### config.mk
export PLATFORM = sky130hd
export DESIGN_NAME = code_lock_ctrl_flat
export DESIGN_NICKNAME = d
export VERILOG_FILES = /design/src/rtl/code_lock_pkg.sv /design/src/rtl/code_lock_ctrl_if.sv /design/src/rtl/key_debounce.sv /design/src/rtl/code_lock_ctrl.sv /design/src/flat_wrapper.sv
export SDC_FILE = /design/constraint.sdc
export NUM_CORES = 1
export LEC_CHECK = 0
export ABC_AREA = 0
export BUFFER_PORTS_ARGS = -buffer_cell sky130_fd_sc_hd__buf_2
export CELL_PAD_IN_SITES_DETAIL_PLACEMENT = 0
export CELL_PAD_IN_SITES_GLOBAL_PLACEMENT = 1
export CORE_MARGIN = 5
export CORE_UTILIZATION = 43
export CTS_CLUSTER_DIAMETER = 120
export CTS_CLUSTER_SIZE = 40
export DETAILED_ROUTE_END_ITERATION = 10
export PLACE_DENSITY = 0.8
export SLEW_MARGIN = 20
export SYNTH_ARGS = -nofsm -noshare
export SYNTH_HDL_FRONTEND = slang
export SYNTH_SLANG_ARGS = --single-unit
### constraint.sdc
create_clock -name clk -period 4.1 [get_ports clk]
set_input_delay 0 -clock clk [delete_from_list [all_inputs] [get_ports clk]]
set_output_delay 0 -clock clk [all_outputs]
set_load 0.005 [all_outputs]
### src/rtl/code_lock_pkg.sv
// Shared types and constants for the code lock controller.
package code_lock_pkg;

    typedef enum logic [1:0] {
        LOCKED,
        OPEN,
        SET_PW,
        LOCKOUT
    } lock_state_e;

    // RGB LEDs are active-low {R,G,B}
    localparam logic [2:0] RGB_GREEN = 3'b101;
    localparam logic [2:0] RGB_RED   = 3'b011;

    localparam int unsigned TRIES_W = 7;

    // Width of a counter that holds values 0..n-1.
    function automatic int unsigned cnt_w(input int unsigned n);
        return (n > 1) ? $clog2(n) : 1;
    endfunction

endpackage

### src/rtl/code_lock_ctrl_if.sv
// Key, code and status bundle between the lock controller and the board.
interface code_lock_ctrl_if #(
    parameter int unsigned CW = 8
);
    logic          key_chk_n;
    logic          key_clr_n;
    logic          key_set_n;
    logic [CW-1:0] code_in;
    logic          open;
    logic          set_mode;
    logic          locked_out;
    logic [6:0]    tries_left;
    logic [3:0]    tries_tens;
    logic [3:0]    tries_ones;
    logic [2:0]    rgb_open;
    logic [2:0]    rgb_tries;

    modport master (
        output key_chk_n, key_clr_n, key_set_n, code_in,
        input  open, set_mode, locked_out, tries_left, tries_tens, tries_ones, rgb_open, rgb_tries
    );

    modport slave (
        input  key_chk_n, key_clr_n, key_set_n, code_in,
        output open, set_mode, locked_out, tries_left, tries_tens, tries_ones, rgb_open, rgb_tries
    );
endinterface

### src/rtl/key_debounce.sv
// Samples active-low raw keys on a shared slow tick and emits one-clock press pulses.
module key_debounce
    import code_lock_pkg::*;
#(
    parameter int unsigned N_KEYS     = 3,
    parameter int unsigned DEB_CYCLES = 1_000_000
) (
    input  logic              clk,
    input  logic              rst_n,
    input  logic [N_KEYS-1:0] keys_n_i,
    output logic [N_KEYS-1:0] press_o
);

    localparam int unsigned    CntW   = cnt_w(DEB_CYCLES);
    localparam logic [CntW-1:0] CntMax = CntW'(DEB_CYCLES - 1);

    logic [CntW-1:0]   cnt_q, cnt_d;
    logic              tick;
    logic [N_KEYS-1:0] sync1_q, sync2_q;
    logic [N_KEYS-1:0] samp_q, samp_d;
    logic [N_KEYS-1:0] press_q, press_d;

    always_comb begin
        tick    = (cnt_q == CntMax);
        cnt_d   = tick ? '0 : cnt_q + CntW'(1);
        samp_d  = tick ? sync2_q : samp_q;
        // falling edge between consecutive samples is a press
        press_d = tick ? (samp_q & ~sync2_q) : '0;
    end

    always_ff @(posedge clk or negedge rst_n) begin
        if (!rst_n) begin
            cnt_q   <= '0;
            sync1_q <= '1;
            sync2_q <= '1;
            samp_q  <= '1;
            press_q <= '0;
        end else begin
            cnt_q   <= cnt_d;
            sync1_q <= keys_n_i;
            sync2_q <= sync1_q;
            samp_q  <= samp_d;
            press_q <= press_d;
        end
    end

    assign press_o = press_q;

endmodule

### src/rtl/code_lock_ctrl.sv
// Code lock: password compare, tries counter, password change and lockout.
// Optional auto-unlock from lockout when LOCKOUT_TIMER_EN is defined.
module code_lock_ctrl
    import code_lock_pkg::*;
#(
    parameter int unsigned                 DIGITS         = 2,
    parameter int unsigned                 DIGIT_W        = 4,
    parameter logic [DIGITS*DIGIT_W-1:0]   PW_INIT        = '0,
    parameter int unsigned                 MAX_TRIES      = 5,
    parameter int unsigned                 DEB_CYCLES     = 1_000_000,
    parameter int unsigned                 LOCKOUT_CYCLES = 500_000_000
) (
    input logic             clk,
    input logic             rst_n,
    code_lock_ctrl_if.slave lock_io
);

    localparam int unsigned         CW       = DIGITS * DIGIT_W;
    localparam logic [TRIES_W-1:0]  MaxTries = TRIES_W'(MAX_TRIES);

    logic [2:0] press;
    logic       chk, clr, set;

    key_debounce #(
        .N_KEYS    (3),
        .DEB_CYCLES(DEB_CYCLES)
    ) u_debounce (
        .clk     (clk),
        .rst_n   (rst_n),
        .keys_n_i({lock_io.key_set_n, lock_io.key_clr_n, lock_io.key_chk_n}),
        .press_o (press)
    );

    assign chk = press[0];
    assign clr = press[1];
    assign set = press[2];

    lock_state_e        state_q, state_d;
    logic [CW-1:0]      pw_q, pw_d;
    logic [TRIES_W-1:0] tries_q, tries_d;
    logic [3:0]         tens_q, tens_d, ones_q, ones_d;

`ifdef LOCKOUT_TIMER_EN
    localparam int unsigned   LoW    = cnt_w(LOCKOUT_CYCLES);
    localparam logic [LoW-1:0] LoLoad = LoW'(LOCKOUT_CYCLES - 1);
    logic [LoW-1:0] lo_cnt_q, lo_cnt_d;
`endif

    always_comb begin
        state_d = state_q;
        pw_d    = pw_q;
        tries_d = tries_q;
`ifdef LOCKOUT_TIMER_EN
        lo_cnt_d = lo_cnt_q;
`endif
        // clr > set > chk in every state
        unique case (state_q)
            LOCKED: begin
                if (clr) begin
                    tries_d = MaxTries;
                end else if (set) begin
                    tries_d = tries_q;
                end else if (chk) begin
                    if (lock_io.code_in == pw_q) begin
                        state_d = OPEN;
                        tries_d = MaxTries;
                    end else if (tries_q > TRIES_W'(1)) begin
                        tries_d = tries_q - TRIES_W'(1);
                    end else begin
                        tries_d = '0;
                        state_d = LOCKOUT;
`ifdef LOCKOUT_TIMER_EN
                        lo_cnt_d = LoLoad;
`endif
                    end
                end
            end
            OPEN: begin
                if (clr) begin
                    state_d = LOCKED;
                    tries_d = MaxTries;
                end else if (set) begin
                    state_d = SET_PW;
                end else if (chk) begin
                    state_d = LOCKED;
                end
            end
            SET_PW: begin
                if (clr) begin
                    state_d = OPEN;
                end else if (set) begin
                    state_d = SET_PW;
                end else if (chk) begin
                    pw_d    = lock_io.code_in;
                    state_d = OPEN;
                end
            end
            LOCKOUT: begin
                if (clr) begin
                    state_d = LOCKED;
                    tries_d = MaxTries;
`ifdef LOCKOUT_TIMER_EN
                    lo_cnt_d = '0;
                end else if (lo_cnt_q == '0) begin
                    state_d = LOCKED;
                    tries_d = MaxTries;
                end else begin
                    lo_cnt_d = lo_cnt_q - LoW'(1);
`endif
                end
            end
        endcase
        tens_d = 4'(tries_d / TRIES_W'(10));
        ones_d = 4'(tries_d % TRIES_W'(10));
    end

    always_ff @(posedge clk or negedge rst_n) begin
        if (!rst_n) begin
            state_q <= LOCKED;
            pw_q    <= PW_INIT;
            tries_q <= MaxTries;
            tens_q  <= 4'(MAX_TRIES / 10);
            ones_q  <= 4'(MAX_TRIES % 10);
        end else begin
            state_q <= state_d;
            pw_q    <= pw_d;
            tries_q <= tries_d;
            tens_q  <= tens_d;
            ones_q  <= ones_d;
        end
    end

`ifdef LOCKOUT_TIMER_EN
    always_ff @(posedge clk or negedge rst_n) begin
        if (!rst_n) begin
            lo_cnt_q <= '0;
        end else begin
            lo_cnt_q <= lo_cnt_d;
        end
    end
`endif

    assign lock_io.open       = (state_q == OPEN) || (state_q == SET_PW);
    assign lock_io.set_mode   = (state_q == SET_PW);
    assign lock_io.locked_out = (state_q == LOCKOUT);
    assign lock_io.tries_left = tries_q;
    assign lock_io.tries_tens = tens_q;
    assign lock_io.tries_ones = ones_q;
    assign lock_io.rgb_open   = lock_io.open ? RGB_GREEN : RGB_RED;
    assign lock_io.rgb_tries  = lock_io.locked_out ? RGB_RED : RGB_GREEN;

endmodule

### src/flat_wrapper.sv
// flat-port wrapper written by rule: the top's interface ports become plain ports
module code_lock_ctrl_flat import code_lock_pkg::*;
#(
    parameter int unsigned                 DIGITS         = 2,
    parameter int unsigned                 DIGIT_W        = 4,
    parameter logic [DIGITS*DIGIT_W-1:0]   PW_INIT        = '0,
    parameter int unsigned                 MAX_TRIES      = 5,
    parameter int unsigned                 DEB_CYCLES     = 1_000_000,
    parameter int unsigned                 LOCKOUT_CYCLES = 500_000_000
)
  (clk, rst_n, lock_io_key_chk_n, lock_io_key_clr_n, lock_io_key_set_n, lock_io_code_in, lock_io_open, lock_io_set_mode, lock_io_locked_out, lock_io_tries_left, lock_io_tries_tens, lock_io_tries_ones, lock_io_rgb_open, lock_io_rgb_tries);
  code_lock_ctrl_if #(.CW(8)) lock_io_i ();
  input logic clk;
  input logic rst_n;
  input wire logic [$bits(lock_io_i.key_chk_n)-1:0] lock_io_key_chk_n;
  input wire logic [$bits(lock_io_i.key_clr_n)-1:0] lock_io_key_clr_n;
  input wire logic [$bits(lock_io_i.key_set_n)-1:0] lock_io_key_set_n;
  input wire logic [$bits(lock_io_i.code_in)-1:0] lock_io_code_in;
  output wire logic [$bits(lock_io_i.open)-1:0] lock_io_open;
  output wire logic [$bits(lock_io_i.set_mode)-1:0] lock_io_set_mode;
  output wire logic [$bits(lock_io_i.locked_out)-1:0] lock_io_locked_out;
  output wire logic [$bits(lock_io_i.tries_left)-1:0] lock_io_tries_left;
  output wire logic [$bits(lock_io_i.tries_tens)-1:0] lock_io_tries_tens;
  output wire logic [$bits(lock_io_i.tries_ones)-1:0] lock_io_tries_ones;
  output wire logic [$bits(lock_io_i.rgb_open)-1:0] lock_io_rgb_open;
  output wire logic [$bits(lock_io_i.rgb_tries)-1:0] lock_io_rgb_tries;
  assign lock_io_i.key_chk_n = lock_io_key_chk_n;
  assign lock_io_i.key_clr_n = lock_io_key_clr_n;
  assign lock_io_i.key_set_n = lock_io_key_set_n;
  assign lock_io_i.code_in = lock_io_code_in;
  assign lock_io_open = lock_io_i.open;
  assign lock_io_set_mode = lock_io_i.set_mode;
  assign lock_io_locked_out = lock_io_i.locked_out;
  assign lock_io_tries_left = lock_io_i.tries_left;
  assign lock_io_tries_tens = lock_io_i.tries_tens;
  assign lock_io_tries_ones = lock_io_i.tries_ones;
  assign lock_io_rgb_open = lock_io_i.rgb_open;
  assign lock_io_rgb_tries = lock_io_i.rgb_tries;
  code_lock_ctrl #(.DIGITS(DIGITS), .DIGIT_W(DIGIT_W), .PW_INIT(PW_INIT), .MAX_TRIES(MAX_TRIES), .DEB_CYCLES(DEB_CYCLES), .LOCKOUT_CYCLES(LOCKOUT_CYCLES)) u_core (.clk(clk), .rst_n(rst_n), .lock_io(lock_io_i));
endmodule
==> qor.txt <==
EDFF count, synth - 0
Clk pin slew, worst setup/hold paths - 0.11 ns
Count of cell types in the netlist - 56
Worst setup SP type - flip-flop
I/O Buffers - 34
ANT nets after route - 0
Top post-synthesis cells by area - dfrtp_1 37%, dfstp_2 11%, xnor2_1 4.7%
Final hold vios - 0
Xor and xnor fraction of the mapped netlist area - 8.17%
Crit-path max cell delay - 0.44 ns
Largest family of logic cells by synthesized area - simple AND/OR/NAND/NOR gates
Vias in the first global route - 2,243
Area Overhead vs Synth - 15.6%
Actual slew at the worst max-slew pin - 1.11 ns
Post-detail-place hpwl - 4.14 mm
Die span in x - 93.6 um
CORE AREA - 6790 sq um
Buf/Inv on CP - 2
Max_slew headroom - 25.2%
Synthesis Warnings - 0
Final setup margin - 0.372 ns
Worst Skew - 0.00626 ns
TritonCTS clock tree - built
LEAKAGE - 1.57 nW
Final WL - 5.80 mm
Max Cap Violations - 0
DR vias - 2,281
Syn Inst Count - 299
Total Die Area - 8750 sq um
Crit-path leading delay family - simple AND/OR/NAND/NOR gates
Top post-synthesis cells by count - 44 x dfrtp_1, 30 x nor2_1, 17 x inv_1
RSZ-0062 raised after global routing - false
Seq/Total Area, Yosys - 47.2%
Fmax - 268 MHz
1st-iter DRT viols - 105
Filler cells - 618
# nets final - 365
Multi-input logic area - 1460 sq um
VDD IR max - 214 uV
GR Overflow Total - 0
Gpl congestion - 0.884
Largest net degree at the start of global routing - 57
Leading area contributor after synthesis - dfrtp_1
Pre-CTS setup slack - 0.333 ns
Remaining DRCs - 0
Post-route cell area - 3470 sq um
Post-CTS Repair Setup Buffers - 0
CP arrival - 3.92 ns
Most frequent cell after synthesis - dfrtp_1
Root Buffer - clkbuf_8
Number of buffers created by CTS - 5
Slowest-stage cell, CP - or3b_1
CP Max Fanout - 9
# setup viols final - 0
I/O pin count - 37
WP data required - 4.29 ns
Placed cell area - 3250 sq um
Synthesized flop and latch total - 56
DRT Pass-1 Iters - 5
Worst setup EP type - flip-flop
Post-layout util - 51.1%
Pwr/cell area - 264 nW/um^2
Layout cells sized above 1 - 23.5%
Die height - 93.6 um
Final min period - 3.73 ns
Routed len/inst - 13.1 um
Initial antenna violation count - 0
Proportion of netlist area held by the largest area contributor - 36.7%
Sink Count - 56
Starting Density - 44.2%
Setup TNS - 0 ns
Compound-Gate Fraction of Synth Area - 14.1%
Cell depth of the worst flop-to-flop path - 15
# H-tree levels - 2
Register area - 1420 sq um
Fin crit share - 90.9%
Multiplexer area fraction after synthesis - 4.46%
CTS max path bufs - 2
Final Max Slew Viols - 0
Ys async rst share - 100%
Antenna cells - 0
Ys flop type - dfrtp_1
Post-Syn Area - 3000 sq um
Std cell rows - 30
First-pass GRT wire length - 10.2 mm
HP Class - in2async
DR vias/cell - 5.17
Worst skew pair latency - 0.31 ns
Area share of fa/ha/maj cells after synthesis - 3.33%
Status - finished clean
CP Cell Sequence - inv_1 -> ha_1 -> or3b_1 -> nor2_1 -> nand4_1 -> a32o_1 -> a211oi_4 -> or2_1 -> a21oi_1 -> a211oi_2 -> ha_1 -> inv_1 -> nand2_1 -> o22ai_1 -> or3_1
Levels on crit path - 15
Simple-Gate Fraction of Synth Area - 18.0%
WS Path Type - reg2reg
Syn avg cell area - 10.0 sq um
GRT Total Usage - 14.2%
-- per-layer routing --
metal,track usage (%),vias to the layer above,routed length (um),share of wire (%)
met1,19.3,1094,2740,47
met4,3.85,0,44,0.76
met2,23.0,47,2710,47
li1,-,1136,-,-
met3,2.98,4,310,5.3
met5,0,-,0,0
-- worst min-delay path: stages --
cell and delay [ns]:
dlygate4sd3_1 0.52, buf_2 0.09, buf_4 0.54
-- cell usage in the layout (no fill, tap or decap), drive strengths merged, types with 4 or more instances in the layout --
master	Yosys	final
dfrtp	44	44
buf	7	35
nor2	30	30
inv	21	24
xnor2	16	16
nand2	15	15
nand3	15	15
a21oi	15	15
o21ai	14	14
xor2	12	12
dlygate4sd3	0	12
dfstp	12	12
mux2	11	11
ha	8	8
nor3	7	7
nand4	6	6
and3	6	6
nor3b	5	5
clkbuf	3	5
nand2b	4	4
o22ai	4	4
-- cell families (layout without fill, tap and decap cells) --
group | Yosys count | count (layout)
buffers and inverters | 31 | 76
other | 1 | 2
adder cells (fa/ha/maj) | 8 | 8
flip-flops | 56 | 56
AND/OR/NAND/NOR | 104 | 104
AO/OA/AOI/OAI | 59 | 59
XOR/XNOR | 28 | 28
multiplexers | 12 | 12
-- layout make-up --
cell class	instances	share of cell area, %
Clock buffer	5	1.98
Clock inverter	3	0.829
Inverter	21	2.34
Multi-Input combinational cell	213	42.0
Sequential cell	56	40.8
Tap cell	96	3.46
Timing Repair Buffer	47	8.58
-- path summary, 6_finish.rpt --
kind	from	end	slack, ns
setup reg to reg	u_core.state_q[0]$_DFFE_PN0P_	u_core.lock_io.tries_ones[1]$_DFF_PN0_	0.37
hold / removal	rst_n	u_core.state_q[0]$_DFFE_PN0P_	0.33
setup / recovery	u_core.state_q[0]$_DFFE_PN0P_	u_core.lock_io.tries_ones[1]$_DFF_PN0_	0.37
min in group clk	lock_io_key_set_n	u_core.u_debounce.sync1_q[2]$_DFF_PN1_	0.33
max in group asynchronous	rst_n	u_core.u_debounce.cnt_q[10]$_DFF_PN0_	3.29
hold reg to reg	u_core.u_debounce.sync1_q[1]$_DFF_PN1_	u_core.u_debounce.sync2_q[1]$_DFF_PN1_	0.36
-- repair_timing --
action                                 4_1_cts  5_1_grt
hold buffers                                12        0
endpoints found under the hold margin       55        0
resized for setup                            0        1
setup endpoints to repair                    0        1
-- flip-flops by register name (all words and copies together), names as in the netlist, 3 cells and up --
signal and flops:
u_core.u_debounce.sync1_q 3, u_core.lock_io.tries_tens 4, u_core.u_debounce.samp_q 3, u_core.u_debounce.cnt_q 20, u_core.u_debounce.press_o 3, u_core.u_debounce.sync2_q 3, u_core.pw_q 8, u_core.lock_io.tries_ones 3
u_core.lock_io.tries_left 7
-- power by group --
part | internal, W | total [W] | switching, W
combinational | 0.0000150 | 0.0000319 | 0.0000170
clock | 0.000130 | 0.000324 | 0.000195
sequential | 0.000558 | 0.000559 | 0.00000114
total | 0.000702 | 0.000915 | 0.000213
-- per-stage QoR --
step	instances	total power, W	hold WS (ns)
2_1_floorplan	300	0.000575	-0.296
6_report	441	0.000915	0.332
4_1_cts	441	0.000932	0.318
3_5_place_dp	421	0.000593	0.109
3_3_place_gp	421	0.000593	0.106
5_1_grt	441	0.000955	0.333
Note: power is estimated with default switching activity, not from simulation.
